File: config.mk
export PLATFORM = sky130hd
export DESIGN_NAME = sprite_anim_ctrl_flat
export DESIGN_NICKNAME = d
export VERILOG_FILES = /design/src/rtl/sprite_anim_ctrl_pkg.sv /design/src/rtl/sprite_anim_ctrl_if.sv /design/src/rtl/sprite_anim_ctrl_frame_timer.sv /design/src/rtl/sprite_anim_ctrl.sv /design/src/flat_wrapper.sv
export SDC_FILE = /design/constraint.sdc
export NUM_CORES = 1
export LEC_CHECK = 0
export BUFFER_PORTS_ARGS = -buffer_cell sky130_fd_sc_hd__buf_2
export CAP_MARGIN = 20
export CORE_MARGIN = 1.5
export CORE_UTILIZATION = 52
export CTS_BUF_LIST = sky130_fd_sc_hd__clkbuf_8
export DETAILED_ROUTE_END_ITERATION = 12
export PLACE_DENSITY = 0.79
export RECOVER_POWER = 100
export SKIP_CTS_REPAIR_TIMING = 1
export SYNTH_ARGS = -nofsm -noshare
export SYNTH_HDL_FRONTEND = slang
export SYNTH_SLANG_ARGS = --single-unit
File: constraint.sdc
create_clock -name clk -period 3.08 [get_ports clk]
set_input_delay 0.462 -clock clk [delete_from_list [all_inputs] [get_ports clk]]
set_output_delay 0.462 -clock clk [all_outputs]
set_load 0.05 [all_outputs]
File: src/rtl/sprite_anim_ctrl_pkg.sv
// Shared game definitions: animation state encoding used by the animation
// controller, the sprite ROM state select and the collision logic.
package sprite_anim_ctrl_pkg;

   typedef enum logic [3:0] {
      ST_IDLE        = 4'd0,
      ST_WALK        = 4'd1,
      ST_WALKBACK    = 4'd2,
      ST_ATTSTART    = 4'd3,
      ST_ATTEND      = 4'd4,
      ST_ATTPULL     = 4'd5,
      ST_DIRATTSTART = 4'd6,
      ST_DIRATTEND   = 4'd7,
      ST_DIRATTPULL  = 4'd8,
      ST_GOTHIT      = 4'd9,
      ST_BLOCK       = 4'd10
   } anim_state_e;

   localparam int unsigned FRAME_CNT_W = 5;
   typedef logic [FRAME_CNT_W-1:0] frame_cnt_t;

   // Timed states run a frame countdown and ignore player input
   function automatic logic is_timed(input anim_state_e s);
      return (s >= ST_ATTSTART) && (s <= ST_GOTHIT);
   endfunction

   function automatic logic is_hitbox(input anim_state_e s);
      return (s == ST_ATTEND) || (s == ST_DIRATTEND);
   endfunction

endpackage

File: src/rtl/sprite_anim_ctrl_if.sv
// Player control / animation status bundle between the game logic (master)
// and one per-player animation controller (slave).
interface sprite_anim_ctrl_if;

   logic       frame_tick;
   logic       facing;
   logic       btn_left;
   logic       btn_right;
   logic       btn_attack;
   logic       btn_dir;
   logic       btn_block;
   logic       hit_in;
   logic [3:0] state;
   logic       hitbox_active;
   logic       step_fwd;
   logic       step_back;
   logic       busy;

   modport master (
      output frame_tick, facing, btn_left, btn_right, btn_attack, btn_dir, btn_block, hit_in,
      input  state, hitbox_active, step_fwd, step_back, busy
   );

   modport slave (
      input  frame_tick, facing, btn_left, btn_right, btn_attack, btn_dir, btn_block, hit_in,
      output state, hitbox_active, step_fwd, step_back, busy
   );

endinterface

File: src/rtl/sprite_anim_ctrl_frame_timer.sv
// Frame countdown for timed animation states: load a duration, count down
// one per frame tick, done while the last frame of the state is showing.
module frame_timer
   import sprite_anim_ctrl_pkg::*;
(
   input  logic       clk,
   input  logic       rst,
   input  logic       load,
   input  logic       tick,
   input  frame_cnt_t value,
   output logic       done
);

   frame_cnt_t count_r;

   // Countdown register; load wins over the tick decrement and it stops at zero
   always_ff @(posedge clk or posedge rst) begin
      if (rst) begin
         count_r <= 5'd0;
      end else if (load) begin
         count_r <= value;
      end else if (tick && (count_r != 5'd0)) begin
         count_r <= count_r - 5'd1;
      end
   end

   assign done = (count_r == 5'd1);

endmodule

File: src/rtl/sprite_anim_ctrl.sv
// Per-player sprite animation state machine: turns controls and hit events
// into a frame-paced animation state, hitbox enable and movement pulses.
module sprite_anim_ctrl
   import sprite_anim_ctrl_pkg::*;
#(
   parameter int unsigned ATT_START_FR = 6,
   parameter int unsigned ATT_END_FR   = 4,
   parameter int unsigned ATT_PULL_FR  = 6,
   parameter int unsigned HIT_FR       = 12
)
(
   input  logic              clk,
   input  logic              rst,
   sprite_anim_ctrl_if.slave bus
);

   anim_state_e state_r;
   anim_state_e state_nxt_s;
   logic        hit_pend_r;
   logic        hitbox_r;
   logic        busy_r;
   logic        step_fwd_r;
   logic        step_back_r;
   logic        fwd_s;
   logic        back_s;
   logic        hold_s;
   logic        timer_load_s;
   logic        timer_done_s;
   frame_cnt_t  timer_val_s;

   function automatic frame_cnt_t duration(input anim_state_e s);
      case (s)
         ST_ATTSTART, ST_DIRATTSTART: return frame_cnt_t'(ATT_START_FR);
         ST_ATTEND,   ST_DIRATTEND:   return frame_cnt_t'(ATT_END_FR);
         ST_ATTPULL,  ST_DIRATTPULL:  return frame_cnt_t'(ATT_PULL_FR);
         ST_GOTHIT:                   return frame_cnt_t'(HIT_FR);
         default:                     return 5'd0;
      endcase
   endfunction

   // Forward/back follow the facing direction of the player
   assign fwd_s  = bus.facing ? bus.btn_left  : bus.btn_right;
   assign back_s = bus.facing ? bus.btn_right : bus.btn_left;

   // Next state at a frame tick; hold_s marks a timed state still counting
   always_comb begin
      state_nxt_s = state_r;
      hold_s      = 1'b0;
      if (bus.frame_tick) begin
         if (hit_pend_r) begin
            if (state_r == ST_BLOCK) begin
               state_nxt_s = ST_BLOCK;
            end else begin
               state_nxt_s = ST_GOTHIT;
            end
         end else if (is_timed(state_r)) begin
            if (timer_done_s) begin
               case (state_r)
                  ST_ATTSTART:    state_nxt_s = ST_ATTEND;
                  ST_ATTEND:      state_nxt_s = ST_ATTPULL;
                  ST_DIRATTSTART: state_nxt_s = ST_DIRATTEND;
                  ST_DIRATTEND:   state_nxt_s = ST_DIRATTPULL;
                  default:        state_nxt_s = ST_IDLE;
               endcase
            end else begin
               hold_s = 1'b1;
            end
         end else if (bus.btn_attack) begin
            state_nxt_s = ST_ATTSTART;
         end else if (bus.btn_dir) begin
            state_nxt_s = ST_DIRATTSTART;
         end else if (bus.btn_block) begin
            state_nxt_s = ST_BLOCK;
         end else if (fwd_s && !back_s) begin
            state_nxt_s = ST_WALK;
         end else if (back_s && !fwd_s) begin
            state_nxt_s = ST_WALKBACK;
         end else begin
            state_nxt_s = ST_IDLE;
         end
      end else begin
         state_nxt_s = state_r;
      end
   end

   // Every tick that does not merely count down reloads the timer for the new state
   assign timer_load_s = bus.frame_tick & ~hold_s;
   assign timer_val_s  = duration(state_nxt_s);

   frame_timer u_frame_timer (
      .clk   (clk),
      .rst   (rst),
      .load  (timer_load_s),
      .tick  (bus.frame_tick),
      .value (timer_val_s),
      .done  (timer_done_s)
   );

   // State, registered outputs and the pending-hit latch (a new hit beats the clear)
   always_ff @(posedge clk or posedge rst) begin
      if (rst) begin
         state_r     <= ST_IDLE;
         hit_pend_r  <= 1'b0;
         hitbox_r    <= 1'b0;
         busy_r      <= 1'b0;
         step_fwd_r  <= 1'b0;
         step_back_r <= 1'b0;
      end else begin
         state_r     <= state_nxt_s;
         hit_pend_r  <= bus.hit_in | (hit_pend_r & ~bus.frame_tick);
         hitbox_r    <= is_hitbox(state_nxt_s);
         busy_r      <= is_timed(state_nxt_s);
         step_fwd_r  <= bus.frame_tick & (state_nxt_s == ST_WALK);
         step_back_r <= bus.frame_tick & (state_nxt_s == ST_WALKBACK);
      end
   end

   assign bus.state         = state_r;
   assign bus.hitbox_active = hitbox_r;
   assign bus.busy          = busy_r;
   assign bus.step_fwd      = step_fwd_r;
   assign bus.step_back     = step_back_r;

endmodule

File: src/flat_wrapper.sv
// flat-port wrapper written by rule: the top's interface ports become plain ports
module sprite_anim_ctrl_flat import sprite_anim_ctrl_pkg::*;
#(
   parameter int unsigned ATT_START_FR = 6,
   parameter int unsigned ATT_END_FR   = 4,
   parameter int unsigned ATT_PULL_FR  = 6,
   parameter int unsigned HIT_FR       = 12
)
  (clk, rst, bus_frame_tick, bus_facing, bus_btn_left, bus_btn_right, bus_btn_attack, bus_btn_dir, bus_btn_block, bus_hit_in, bus_state, bus_hitbox_active, bus_step_fwd, bus_step_back, bus_busy);
  sprite_anim_ctrl_if bus_i ();
  input  logic clk;
  input  logic rst;
  input wire logic [$bits(bus_i.frame_tick)-1:0] bus_frame_tick;
  input wire logic [$bits(bus_i.facing)-1:0] bus_facing;
  input wire logic [$bits(bus_i.btn_left)-1:0] bus_btn_left;
  input wire logic [$bits(bus_i.btn_right)-1:0] bus_btn_right;
  input wire logic [$bits(bus_i.btn_attack)-1:0] bus_btn_attack;
  input wire logic [$bits(bus_i.btn_dir)-1:0] bus_btn_dir;
  input wire logic [$bits(bus_i.btn_block)-1:0] bus_btn_block;
  input wire logic [$bits(bus_i.hit_in)-1:0] bus_hit_in;
  output wire logic [$bits(bus_i.state)-1:0] bus_state;
  output wire logic [$bits(bus_i.hitbox_active)-1:0] bus_hitbox_active;
  output wire logic [$bits(bus_i.step_fwd)-1:0] bus_step_fwd;
  output wire logic [$bits(bus_i.step_back)-1:0] bus_step_back;
  output wire logic [$bits(bus_i.busy)-1:0] bus_busy;
  assign bus_i.frame_tick = bus_frame_tick;
  assign bus_i.facing = bus_facing;
  assign bus_i.btn_left = bus_btn_left;
  assign bus_i.btn_right = bus_btn_right;
  assign bus_i.btn_attack = bus_btn_attack;
  assign bus_i.btn_dir = bus_btn_dir;
  assign bus_i.btn_block = bus_btn_block;
  assign bus_i.hit_in = bus_hit_in;
  assign bus_state = bus_i.state;
  assign bus_hitbox_active = bus_i.hitbox_active;
  assign bus_step_fwd = bus_i.step_fwd;
  assign bus_step_back = bus_i.step_back;
  assign bus_busy = bus_i.busy;
  sprite_anim_ctrl #(.ATT_START_FR(ATT_START_FR), .ATT_END_FR(ATT_END_FR), .ATT_PULL_FR(ATT_PULL_FR), .HIT_FR(HIT_FR)) u_core (.clk(clk), .rst(rst), .bus(bus_i));
endmodule
==> reports/metrics.yaml <==
final_layout:
  nets: 144
  antenna_cells: 0
  layout_commonest_cell: "dfrtp_1"
  area_delta_synth_final_pct: 12.05
  drive_above_1_share: 0.1550
  layout_common_cells: "14 x dfrtp_1, 9 x nor2_1, 9 x nand2_1, 9 x clkbuf_1"
logic_synthesis:
  synth.net_count: 126
  seq_area_frac_synth: 0.3444
  syn_avg_cell_area_um2: 9.002
  ys_seq_elements: 14
  synth_area_leader_cell: "dfrtp_1"
  synth_cells: 113
  async_flop_share: 1.000
  yosys-top-cells-area: "dfrtp_1 34%, ha_1 3.7%, o21ai_0 3.4%, nand2_1 3.3%, nor2_1 3.3%"
  synth_edf_count: 0
  ys_types: 44
  ys_warn_count: 0
  synth_area_um2: 1017
  dominantRegCellSynth: "dfrtp_1"
  yosys.area.top_type_share: 0.3444
job:
  maxCapViolCount: 0
route:
  antenna_left: 0
  wire_per_inst_um: 13.56
  drt_wl_total_mm: 2.089
  post-route-drc-count: 0
  dr.pass1.iters: 4
  first_iter_violations: 30
  route.vias.total: 898
  vias_per_cell: 5.831
worst_setup_path:
  crit_fanout: 6
  criticalPathCategory: "reg2reg"
  critPathLaunchType: "flop"
  cp.required_ps: 3220
  max_stage_delay_ps: 520
  cp.arrival_ps: 2770
  cpMaxStageDelayCell: "or4b_1"
  path_cells: "inv_1 > ha_1 > or4b_1 > o21ai_0 > a21boi_0 > o32ai_4 > mux2_2 > o31ai_1"
  worst_setup_path_end_kind: "flop"
clock_network:
  insertion_delay_ps: 240
  cts_buffer_depth: 2
  clock-root-buffer: "clkbuf_8"
  cts_max_level: 1
  cts_tree: "done"
  clock-sinks: 14
  path_clk_slew_ps: 50
  cts_buffers: 3
timing:
  setup_violations: 0
  fin_ws_ps: 449.9
  fmax_mhz: 380.2
  slew_headroom: 0.5557
  rsz0062_at_grt: "false"
  tightest_slew_ps: 660.7
  fin_skew_ps: 0.5692
  period_needed_ps: 2630
  maxSlewViolCount: 0
  post-route-period-util: 0.8539
  hold_viol: 0
  tns_ps: 0
floorplan:
  die-area_um2: 2231
  die_width_um: 47.23
  num_rows: 15
  start_util: 0.5705
  top_level_ports: 18
  die_h_um: 47.23
  coreArea_um2: 1783
placed_design:
  dp_hpwl_mm: 1.608
  place.port_buffers: 17
  gp_congestion: 0.9572
  dpl_worst_slack_ps: 482.6
global_route:
  antenna_found_initial: 0
  grt_pass1_vias: 779
  grt_pass1_wl_mm: 3.270
  grt_start_max_net_pins: 15
  overflow: 0
  track_usage: 0.2126
power:
  power.density_nw_per_um2: 724.8
  ir_worst_vdd_mv: 0.4513
  power.leakage_nw: 0.4766
outcome:
  outcome: "finished clean"
min_path:
  hp-class: "in2async"
per-layer routing:
layer	routed length (um)	global-route usage
met1	981	0.2690
met2	967	0.3486
met3	91	0.03462
met4	48	0.1056
met5	0	0
path summary, 6_finish.rpt:
| kind | from | endpoint | slack, ps | cells past startpoint |
|---|---|---|---|---|
| max reg2reg | u_core.u_frame_timer.count_r[1] | u_core.u_frame_timer.count_r[1] | 450 | 8 |
| max | u_core.u_frame_timer.count_r[1] | u_core.u_frame_timer.count_r[1] | 450 | 8 |
| max in group asynchronous | rst | u_core.bus.state[3] | 2490 | 2 |
| min reg2reg | u_core.hit_pend_r | u_core.hit_pend_r | 570 | 1 |
| min in group clk | bus_hit_in | u_core.hit_pend_r | 400 | 2 |
| min | rst | u_core.u_frame_timer.count_r[2] | 250 | 2 |
synthesized netlist by cell type, types with 2 or more instances:
| cell | instances |
|---|---|
| o31ai_1 | 3 |
| nor2_1 | 9 |
| a21oi_1 | 2 |
| a31oi_1 | 4 |
| nor3_1 | 4 |
| nor3b_1 | 2 |
| a211oi_1 | 3 |
| clkbuf_1 | 3 |
| xnor2_1 | 2 |
| nand2_1 | 9 |
| inv_1 | 8 |
| and3_1 | 2 |
| a22oi_1 | 2 |
| nand2b_1 | 4 |
| ha_1 | 3 |
| o21ai_0 | 7 |
| dfrtp_1 | 14 |
| nand3b_1 | 3 |
| nand3_1 | 4 |
where the power goes:
part	total, W	internal, W	switching, W
sequential	0.000300	0.000231	0.0000687
clock	0.000146	0.0000864	0.0000600
combinational	0.000380	0.000143	0.000237
total	0.000826	0.000461	0.000366
final cells by class:
cell class | instances | area [um2]
Tap cell | 25 | 31.28
Inverter | 8 | 30.03
Sequential cell | 14 | 350.3
Fill cell | 167 | 643.1
Multi-Input combinational cell | 87 | 613.1
Clock buffer | 3 | 41.29
Timing Repair Buffer | 17 | 73.82
kinds of logic after synthesis:
family	synth area share
multiplexers	0.04305
buffers and inverters	0.04551
AO/OA/AOI/OAI	0.2706
AND/OR/NAND/NOR	0.2423
adder cells (fa/ha/maj)	0.03690
flip-flops	0.3444
XOR/XNOR	0.01722
metrics by stage:
step	utilization	power [W]	hold slack [ps]	instances	area, um2
after floorplan	-	0.0006086	351.2	113	1017
after global placement	0.6267	0.0006817	522.9	151	1117
after detailed placement	0.6267	0.0006907	533.5	151	1117
after CTS	0.6498	0.0008389	272.1	154	1159
after global routing	0.6393	0.0008863	305.9	154	1140
final	0.6393	0.0008262	247.0	154	1140
sequential cells by signal, indices dropped and copies added (netlist names):
register and count:
u_core.bus.step_fwd 1, u_core.u_frame_timer.count_r 5, u_core.bus.hitbox_active 1, u_core.bus.busy 1
u_core.bus.step_back 1, u_core.hit_pend_r 1, u_core.bus.state 4
critical path: cells and delay by family, from the launching register on:
family / cells / cell delay [ps]
buffers and inverters: 1 / 100
AOI/OAI and AO/OA: 4 / 960
and+or+nand+nor: 1 / 520
adders and majority gates: 1 / 180
DFF: 1 / 390
muxes: 1 / 380
Note: power is estimated with default switching activity, not from simulation.
